===== src/rtl/aq_mmu_tlb_sram_pkg.sv =====
// Shared constants and state encoding for the MMU TLB SRAM controller.
// Build option: AQ_MMU_TLB_SRAM_PAR_EN reserves the top entry bit for even parity.
package aq_mmu_tlb_sram_pkg;

  localparam int AW        = 6;
  localparam int DW        = 98;
  localparam int ENTRY_NUM = 64;
  localparam int PAR_BIT   = DW - 1;

  typedef enum logic {
    ST_FLUSH = 1'b0,
    ST_IDLE  = 1'b1
  } state_e;

endpackage


===== src/rtl/aq_mmu_tlb_sram_ctrl_if.sv =====
// Request/response bundle between the MMU TLB logic (master) and the SRAM controller (slave).
// Build option: AQ_MMU_TLB_SRAM_PAR_EN changes the meaning of rd_data[DW-1] and rd_par_err.
interface aq_mmu_tlb_sram_ctrl_if;
  import aq_mmu_tlb_sram_pkg::*;

  logic          flush_req;
  logic          flush_busy;
  logic          flush_done;
  logic          wr_req;
  logic [AW-1:0] wr_idx;
  logic [DW-1:0] wr_data;
  logic [DW-1:0] wr_mask;
  logic          wr_ack;
  logic          rd_req;
  logic [AW-1:0] rd_idx;
  logic          rd_ack;
  logic          rd_vld;
  logic [DW-1:0] rd_data;
  logic          rd_par_err;

  modport master (
    output flush_req, wr_req, wr_idx, wr_data, wr_mask, rd_req, rd_idx,
    input  flush_busy, flush_done, wr_ack, rd_ack, rd_vld, rd_data, rd_par_err
  );

  modport slave (
    input  flush_req, wr_req, wr_idx, wr_data, wr_mask, rd_req, rd_idx,
    output flush_busy, flush_done, wr_ack, rd_ack, rd_vld, rd_data, rd_par_err
  );

endinterface


===== src/rtl/aq_mmu_tlb_sram_par.sv =====
// Combinational even-parity generate (write side) and check (read side) for TLB entries.
// Only instantiated when AQ_MMU_TLB_SRAM_PAR_EN is defined.
module aq_mmu_tlb_sram_par
  import aq_mmu_tlb_sram_pkg::*;
(
  input  logic [DW-2:0] wdata_i,
  output logic [DW-1:0] wdata_o,
  input  logic [DW-1:0] rdata_i,
  output logic          par_err_o
);

  // The parity bit makes the XOR of the whole word zero, so an all-zero flush word is consistent.
  assign wdata_o   = {^wdata_i, wdata_i};
  assign par_err_o = ^rdata_i;

endmodule


===== src/rtl/aq_mmu_tlb_sram_ctrl.sv =====
// Sequencer/arbiter for the single-port 64 x 98 TLB SRAM: flush engine > refill write > lookup read.
// A full-array invalidate runs after every reset and on every flush request.
// Build option: AQ_MMU_TLB_SRAM_PAR_EN enables even parity in bit DW-1 (full-word writes only).
module aq_mmu_tlb_sram_ctrl #(
  parameter int ADDR_WIDTH = aq_mmu_tlb_sram_pkg::AW,
  parameter int DATA_WIDTH = aq_mmu_tlb_sram_pkg::DW,
  parameter int ENTRY_NUM  = aq_mmu_tlb_sram_pkg::ENTRY_NUM
) (
  input  logic                        forever_cpuclk,
  input  logic                        cpurst_b,
  aq_mmu_tlb_sram_ctrl_if.slave       bus,
  output logic                        sram_cen,
  output logic                        sram_gwen,
  output logic [ADDR_WIDTH-1:0]       sram_a,
  output logic [DATA_WIDTH-1:0]       sram_d,
  output logic [DATA_WIDTH-1:0]       sram_wen,
  input  logic [DATA_WIDTH-1:0]       sram_q
);
  import aq_mmu_tlb_sram_pkg::*;

  localparam logic [ADDR_WIDTH-1:0] LAST_IDX = ADDR_WIDTH'(ENTRY_NUM - 1);

  state_e                  state_q, state_d;
  logic [ADDR_WIDTH-1:0]   cnt_q, cnt_d;
  logic                    flush_done_q, flush_done_d;
  logic                    rd_vld_q, rd_vld_d;
  logic                    wr_ack_c, rd_ack_c;
  logic [DATA_WIDTH-1:0]   wr_word;
  logic [DATA_WIDTH-1:0]   wr_wen;

`ifdef AQ_MMU_TLB_SRAM_PAR_EN
  logic                    par_err;
  logic                    unused_mask;

  aq_mmu_tlb_sram_par u_par (
    .wdata_i   (bus.wr_data[DATA_WIDTH-2:0]),
    .wdata_o   (wr_word),
    .rdata_i   (sram_q),
    .par_err_o (par_err)
  );

  // Parity covers the whole word, so refills are always full-word and the mask is not used.
  assign unused_mask    = ^bus.wr_mask;
  assign wr_wen         = '0;
  assign bus.rd_data    = {1'b0, sram_q[DATA_WIDTH-2:0]};
  assign bus.rd_par_err = rd_vld_q & par_err;
`else
  assign wr_word        = bus.wr_data;
  assign wr_wen         = ~bus.wr_mask;
  assign bus.rd_data    = sram_q;
  assign bus.rd_par_err = 1'b0;
`endif

  assign bus.flush_busy = (state_q == ST_FLUSH);
  assign bus.flush_done = flush_done_q;
  assign bus.rd_vld     = rd_vld_q;
  assign bus.wr_ack     = wr_ack_c;
  assign bus.rd_ack     = rd_ack_c;

  // State register: reset restarts the invalidate pass and drops any pending read return.
  always_ff @(posedge forever_cpuclk) begin
    if (!cpurst_b) begin
      state_q      <= ST_FLUSH;
      cnt_q        <= '0;
      flush_done_q <= 1'b0;
      rd_vld_q     <= 1'b0;
    end else begin
      state_q      <= state_d;
      cnt_q        <= cnt_d;
      flush_done_q <= flush_done_d;
      rd_vld_q     <= rd_vld_d;
    end
  end

  // Next state: a flush request always restarts the pass; the last flush write arms flush_done.
  always_comb begin
    state_d      = state_q;
    cnt_d        = cnt_q;
    flush_done_d = 1'b0;
    rd_vld_d     = rd_ack_c;
    if (bus.flush_req) begin
      state_d = ST_FLUSH;
      cnt_d   = '0;
    end else if (state_q == ST_FLUSH) begin
      if (cnt_q == LAST_IDX) begin
        state_d      = ST_IDLE;
        cnt_d        = '0;
        flush_done_d = 1'b1;
      end else begin
        cnt_d = cnt_q + 1'b1;
      end
    end
  end

  // Output mux: one SRAM access per cycle; the flush_req cycle itself makes no access.
  always_comb begin
    sram_cen  = 1'b1;
    sram_gwen = 1'b1;
    sram_a    = '0;
    sram_d    = '0;
    sram_wen  = '1;
    wr_ack_c  = 1'b0;
    rd_ack_c  = 1'b0;
    if (cpurst_b && !bus.flush_req) begin
      if (state_q == ST_FLUSH) begin
        sram_cen  = 1'b0;
        sram_gwen = 1'b0;
        sram_a    = cnt_q;
        sram_wen  = '0;
      end else if (bus.wr_req) begin
        sram_cen  = 1'b0;
        sram_gwen = 1'b0;
        sram_a    = bus.wr_idx;
        sram_d    = wr_word;
        sram_wen  = wr_wen;
        wr_ack_c  = 1'b1;
      end else if (bus.rd_req) begin
        sram_cen  = 1'b0;
        sram_a    = bus.rd_idx;
        rd_ack_c  = 1'b1;
      end
    end
  end

endmodule


===== src/flat_wrapper.sv =====
// flat-port wrapper written by rule: the top's interface ports become plain ports
module aq_mmu_tlb_sram_ctrl_flat import aq_mmu_tlb_sram_pkg::*;
#(
  parameter int ADDR_WIDTH = aq_mmu_tlb_sram_pkg::AW,
  parameter int DATA_WIDTH = aq_mmu_tlb_sram_pkg::DW,
  parameter int ENTRY_NUM  = aq_mmu_tlb_sram_pkg::ENTRY_NUM
)
  (forever_cpuclk, cpurst_b, sram_cen, sram_gwen, sram_a, sram_d, sram_wen, sram_q, bus_flush_req, bus_wr_req, bus_wr_idx, bus_wr_data, bus_wr_mask, bus_rd_req, bus_rd_idx, bus_flush_busy, bus_flush_done, bus_wr_ack, bus_rd_ack, bus_rd_vld, bus_rd_data, bus_rd_par_err);
  aq_mmu_tlb_sram_ctrl_if bus_i ();
  input  logic forever_cpuclk;
  input  logic cpurst_b;
  output logic sram_cen;
  output logic sram_gwen;
  output logic [ADDR_WIDTH-1:0] sram_a;
  output logic [DATA_WIDTH-1:0] sram_d;
  output logic [DATA_WIDTH-1:0] sram_wen;
  input  logic [DATA_WIDTH-1:0] sram_q;
  input wire logic [$bits(bus_i.flush_req)-1:0] bus_flush_req;
  input wire logic [$bits(bus_i.wr_req)-1:0] bus_wr_req;
  input wire logic [$bits(bus_i.wr_idx)-1:0] bus_wr_idx;
  input wire logic [$bits(bus_i.wr_data)-1:0] bus_wr_data;
  input wire logic [$bits(bus_i.wr_mask)-1:0] bus_wr_mask;
  input wire logic [$bits(bus_i.rd_req)-1:0] bus_rd_req;
  input wire logic [$bits(bus_i.rd_idx)-1:0] bus_rd_idx;
  output wire logic [$bits(bus_i.flush_busy)-1:0] bus_flush_busy;
  output wire logic [$bits(bus_i.flush_done)-1:0] bus_flush_done;
  output wire logic [$bits(bus_i.wr_ack)-1:0] bus_wr_ack;
  output wire logic [$bits(bus_i.rd_ack)-1:0] bus_rd_ack;
  output wire logic [$bits(bus_i.rd_vld)-1:0] bus_rd_vld;
  output wire logic [$bits(bus_i.rd_data)-1:0] bus_rd_data;
  output wire logic [$bits(bus_i.rd_par_err)-1:0] bus_rd_par_err;
  assign bus_i.flush_req = bus_flush_req;
  assign bus_i.wr_req = bus_wr_req;
  assign bus_i.wr_idx = bus_wr_idx;
  assign bus_i.wr_data = bus_wr_data;
  assign bus_i.wr_mask = bus_wr_mask;
  assign bus_i.rd_req = bus_rd_req;
  assign bus_i.rd_idx = bus_rd_idx;
  assign bus_flush_busy = bus_i.flush_busy;
  assign bus_flush_done = bus_i.flush_done;
  assign bus_wr_ack = bus_i.wr_ack;
  assign bus_rd_ack = bus_i.rd_ack;
  assign bus_rd_vld = bus_i.rd_vld;
  assign bus_rd_data = bus_i.rd_data;
  assign bus_rd_par_err = bus_i.rd_par_err;
  aq_mmu_tlb_sram_ctrl #(.ADDR_WIDTH(ADDR_WIDTH), .DATA_WIDTH(DATA_WIDTH), .ENTRY_NUM(ENTRY_NUM)) u_core (.forever_cpuclk(forever_cpuclk), .cpurst_b(cpurst_b), .bus(bus_i), .sram_cen(sram_cen), .sram_gwen(sram_gwen), .sram_a(sram_a), .sram_d(sram_d), .sram_wen(sram_wen), .sram_q(sram_q));
endmodule

===== config.mk =====
export PLATFORM = sky130hd
export DESIGN_NAME = aq_mmu_tlb_sram_ctrl_flat
export DESIGN_NICKNAME = d
export VERILOG_FILES = /design/src/rtl/aq_mmu_tlb_sram_pkg.sv /design/src/rtl/aq_mmu_tlb_sram_ctrl_if.sv /design/src/rtl/aq_mmu_tlb_sram_par.sv /design/src/rtl/aq_mmu_tlb_sram_ctrl.sv /design/src/flat_wrapper.sv
export SDC_FILE = /design/constraint.sdc
export NUM_CORES = 1
export LEC_CHECK = 0
export CELL_PAD_IN_SITES_DETAIL_PLACEMENT = 0
export CELL_PAD_IN_SITES_GLOBAL_PLACEMENT = 2
export CORE_AREA = 10 10 232 234
export DETAILED_ROUTE_END_ITERATION = 10
export DIE_AREA = 0 0 242 244
export GPL_TIMING_DRIVEN = 0
export PLACE_DENSITY = 0.83
export SLEW_MARGIN = 20
export SYNTH_ARGS = -nofsm -noshare
export SYNTH_HDL_FRONTEND = slang
export SYNTH_SLANG_ARGS = --single-unit

===== constraint.sdc =====
create_clock -name forever_cpuclk -period 1.2 [get_ports forever_cpuclk]
set_input_delay 0.12 -clock forever_cpuclk [delete_from_list [all_inputs] [get_ports forever_cpuclk]]
set_output_delay 0.12 -clock forever_cpuclk [all_outputs]
set_load 0.05 [all_outputs]

After elaboration in Yosys (flattened, before gate mapping)
Index checks and enable logic that the tools add are counted.

Add/sub/neg operators: 1. Equality and inequality tests: 1. Mux-type cells: 27. Bitwise operators: 3. Reductions and logical operators: 4.

Operator list (number): 98-bit 2-to-1 mux (6); 98-bit inverter (1); 6-bit 2-to-1 mux (5); 1-bit 2-to-1 mux (16); 6-bit by 1-bit adder with 6-bit output, second input constant (1); 6-bit == test, second input constant (1); 3-bit OR reduction (1); 1-bit inverter (2); 2-bit OR reduction (1); 1-bit logical AND (1); 1-bit logical NOT (1).

Flip-flop bits (word level): 9. Logic and storage cells: 40.

Longest topological paths before layout
Depth in word-level cells: 4. Gate-level depth with buffers: 6. Depth with buffers taken out: 4.

Worst setup path before layout
No wires, ideal clock.

Kind: register to output. Start point: register u_core.state_q. End point: output sram_wen[32]. Arrival: 2028 ps. Path slack: -948 ps. Cell stages (with the launch flop): 4. Buffers on the path: 1. Cells stage by stage: dfxtp_1 -> inv_1 -> clkbuf_1 -> o21ai_0.

Cells in the longest elaborated chain, start to end: 2.

RTL lines: start: declaration (RTL line aq_mmu_tlb_sram_ctrl.sv:23) `state_e state_q, state_d;`; start signal: assignment (RTL line aq_mmu_tlb_sram_ctrl.sv:68) `state_q <= state_d;`; 98-bit 2-to-1 mux (RTL line aq_mmu_tlb_sram_ctrl.sv:105) `if (state_q == ST_FLUSH) begin`; 98-bit 2-to-1 mux (RTL line aq_mmu_tlb_sram_ctrl.sv:104) `if (cpurst_b && !bus.flush_req) begin`; end: declaration (RTL line flat_wrapper.sv:16) `output logic [DATA_WIDTH-1:0] sram_wen;`.

No other way between the ends.

Worst setup path in the final report
Start point: register u_core.state_q. End point: output sram_wen[58].

Same word-level chain as after synthesis.

==> metrics.yaml <==
dieArea_um2: 59000
nNetsFinal: 1293
power_switching_mw: 2.56
hold_path_class: "primary input to flop"
fin_skew_ps: 1.69
multi_input_area_um2: 2740
drt_wl_total_um: 28300
grt_max_degree: 11
r2r_end: "u_core.bus.flush_done"
grt_setup_unrepaired: "yes"
antenna_left: 0
drv_slew: 0
cts_made_buffers: 3
ios: 619
reg2reg_depth: 4
syn_area_per_cell_um2: 6.38
max-slew-margin-rel_pct: 62.5
areaGrowthSynthToFinish_pct: 362
hpwl_um: 23900
vias: 4948
tightest_slew_ps: 560
ys.flop_type: "dfxtp_1"
clock_sinks: 9
cts_max_level: 1
status: "finished, violations left"
drc: 0
drt-pass1-iter-count: 4
core-area_um2: 49500
worstPathRequired_ps: 1080
setup.worst_path.start: "u_core.state_q"
layout-drive-gt1-share_pct: 63.4
antenna_cells: 0
clockPowerShare_pct: 11.1
grt.total_usage_pct: 8.48
fillers: 5250
seqCellArea_um2: 184
cts_tree: "built"
start_util_pct: 5.15
yosysUniqueCellTypes: 31
chipHeight_um: 244
fp-row-count: 82
drt-wirelength-per-cell_um: 17.1
peakVddDrop_mv: 0.336
startpoint_type: "flop"
grt_pass1_vias: 5389
leakage_nw: 4.75
max_freq_ghz: 0.576
max_cap_viol_count: 0
tns_ps: -96010
r2r_start: "u_core.cnt_q[0]"
end_kind: "output pin"
min_period_over_period_pct: 145
insertion_delay_ps: 240
die_x_um: 242
synth_seq_cells: 9
utilization_pct: 23.8
finalHoldViolations: 0
pre_cts_ws_ps: -2010
grt_antenna_before_repair: 0
synth_edf_count: 0
whs_ps: 434
syn_area_um2: 2550
intPower_mw: 2.84
setup_viol: 214
seq_area_frac_synth_pct: 7.07
hold_buffers: 0
endpoint: "sram_wen[58]"
switching_share_pct: 47.4
cts.path.max_buffers: 2
ff2ff_setup_slack_ps: -110
ys_warn_count: 0
gp_congestion: 0.860
violations: "negative setup slack"
gr-total-overflow: 0
power_mw: 5.40
cp_max_fo: 7
fin_ws_ps: -538
grt_pass1_wl_um: 39000
syn_inst: 399
crit_type: "flop to output pin"
p_seq_share_pct: 5.7
synth-async-reset-ratio_pct: 0
p_per_area_nw_per_um2: 459
dr.first_iter.drc_count: 92
p_comb_share_pct: 83.2
cts_root_buf: "clkbuf_16"
via_per_inst: 3.00
fin_crit_ps: 1740
port_buffers: 518
clk_pin_slew_worst_paths_ps: 40
syn_nets: 711
arrival_ps: 1620
[flip-flops by register name, summed over array words and instances (netlist names)]
register,count
u_core.bus.flush_done,1
u_core.bus.rd_vld,1
u_core.cnt_q,6
u_core.state_q,1
[critical path, cell delays in order (launching register included)]
cell       delay, ps
dfxtp_4          350
buf_6            110
nor2_4            50
buf_6            120
buf_12           130
clkbuf_16        150
buf_12           140
a21oi_4          140
buf_6            180
[power groups by stage]
stage / combinational [mW] / sequential, mW / clock [mW]
2_1_floorplan: 2.20 / 0.310 / 0
3_3_place_gp: 3.93 / 0.313 / 0
3_5_place_dp: 3.93 / 0.313 / 0
4_1_cts: 4.38 / 0.308 / 0.613
5_1_grt: 4.62 / 0.309 / 0.621
6_report: 4.49 / 0.308 / 0.600
[synthesized netlist by cell type, types with 3 or more instances]
library cell,instances,area (um2)
o21ai_0,13,65.1
dfxtp_1,9,180
a21oi_1,90,450
buf_2,12,60.1
nor2b_1,4,25.0
and2_1,100,626
clkbuf_1,21,78.8
nor2_1,10,37.5
buf_4,102,766
nor3_1,6,30.0
a221oi_1,5,43.8
nand2_1,3,11.3
[repair_timing]
action,in CTS,in global routing
buffers inserted,41,11
pin swaps,8,18
setup endpoints to repair,212,216
resized for setup,1276,354
cloned,10,1
[per-stage QoR]
stage / instances / area, um2
global route: 1652 / 11800
global placement: 1589 / 9950
floorplan: 399 / 3930
detailed placement: 1589 / 9950
CTS: 1643 / 11100
finish: 1652 / 11800
[metal layers]
metal	track usage [%]	up-vias	routed length, um	part of all wire (%)
met2	15.7	247	15100	53
li1	-	2379	-	-
met4	0.647	0	206	0.73
met1	9.91	2310	11000	39
met3	2.32	12	2050	7.2
met5	0	-	0	0
[how the worst min path moves through the flow]
stage / from / end / cells after the start
final: bus_wr_req / u_core.bus.rd_vld / 3
after global routing: bus_wr_req / u_core.bus.rd_vld / 3
after CTS: bus_wr_req / u_core.bus.rd_vld / 3
after detailed placement: u_core.cnt_q[5] / u_core.cnt_q[5] / 1
after global placement: u_core.cnt_q[5] / u_core.cnt_q[5] / 1
after floorplan: bus_rd_req / u_core.bus.rd_vld / 1
[cells in the final DEF (no fill, tap or decap), types with 2 or more instances in the layout]
master / Yosys / final
buf_8: 0 / 90
o21ai_2: 0 / 3
clkbuf_2: 1 / 2
a41oi_1: 2 / 2
a221oi_2: 0 / 2
clkdlybuf4s50_1: 0 / 309
buf_16: 0 / 7
nand3_1: 2 / 2
dfxtp_1: 9 / 8
clkbuf_8: 0 / 8
a311oi_1: 2 / 2
nand2_1: 3 / 3
a21oi_1: 90 / 2
a221oi_1: 5 / 3
a21oi_4: 0 / 67
buf_6: 0 / 123
nor2b_4: 0 / 3
buf_2: 12 / 6
a21oi_2: 0 / 21
buf_4: 102 / 132
o21ai_0: 13 / 2
and2_4: 0 / 99
buf_12: 0 / 25
nor2_4: 0 / 2
nor2_1: 10 / 9
clkbuf_16: 0 / 12
o21ai_4: 0 / 8
nor3_4: 0 / 5
[cell type report]
cell class / count / area share [%]
plain buffers: 136 / 11.9
flip-flops and latches: 9 / 1.56
inverters: 2 / 0.0957
repair buffers: 578 / 55.4
well taps: 672 / 7.14
clock buffers: 4 / 0.670
multi-input cells: 251 / 23.3
[cell families after synthesis]
logic type | share of synthesized area [%]
muxes | 0.393
AOI/OAI and AO/OA | 23.7
other | 0.147
adders and majority gates | 0.491
DFF | 7.07
and+or+nand+nor | 31.3
xor gates and xnor gates | 0.688
buffers and inverters | 36.1
Note: power is estimated with default switching activity, not from simulation.
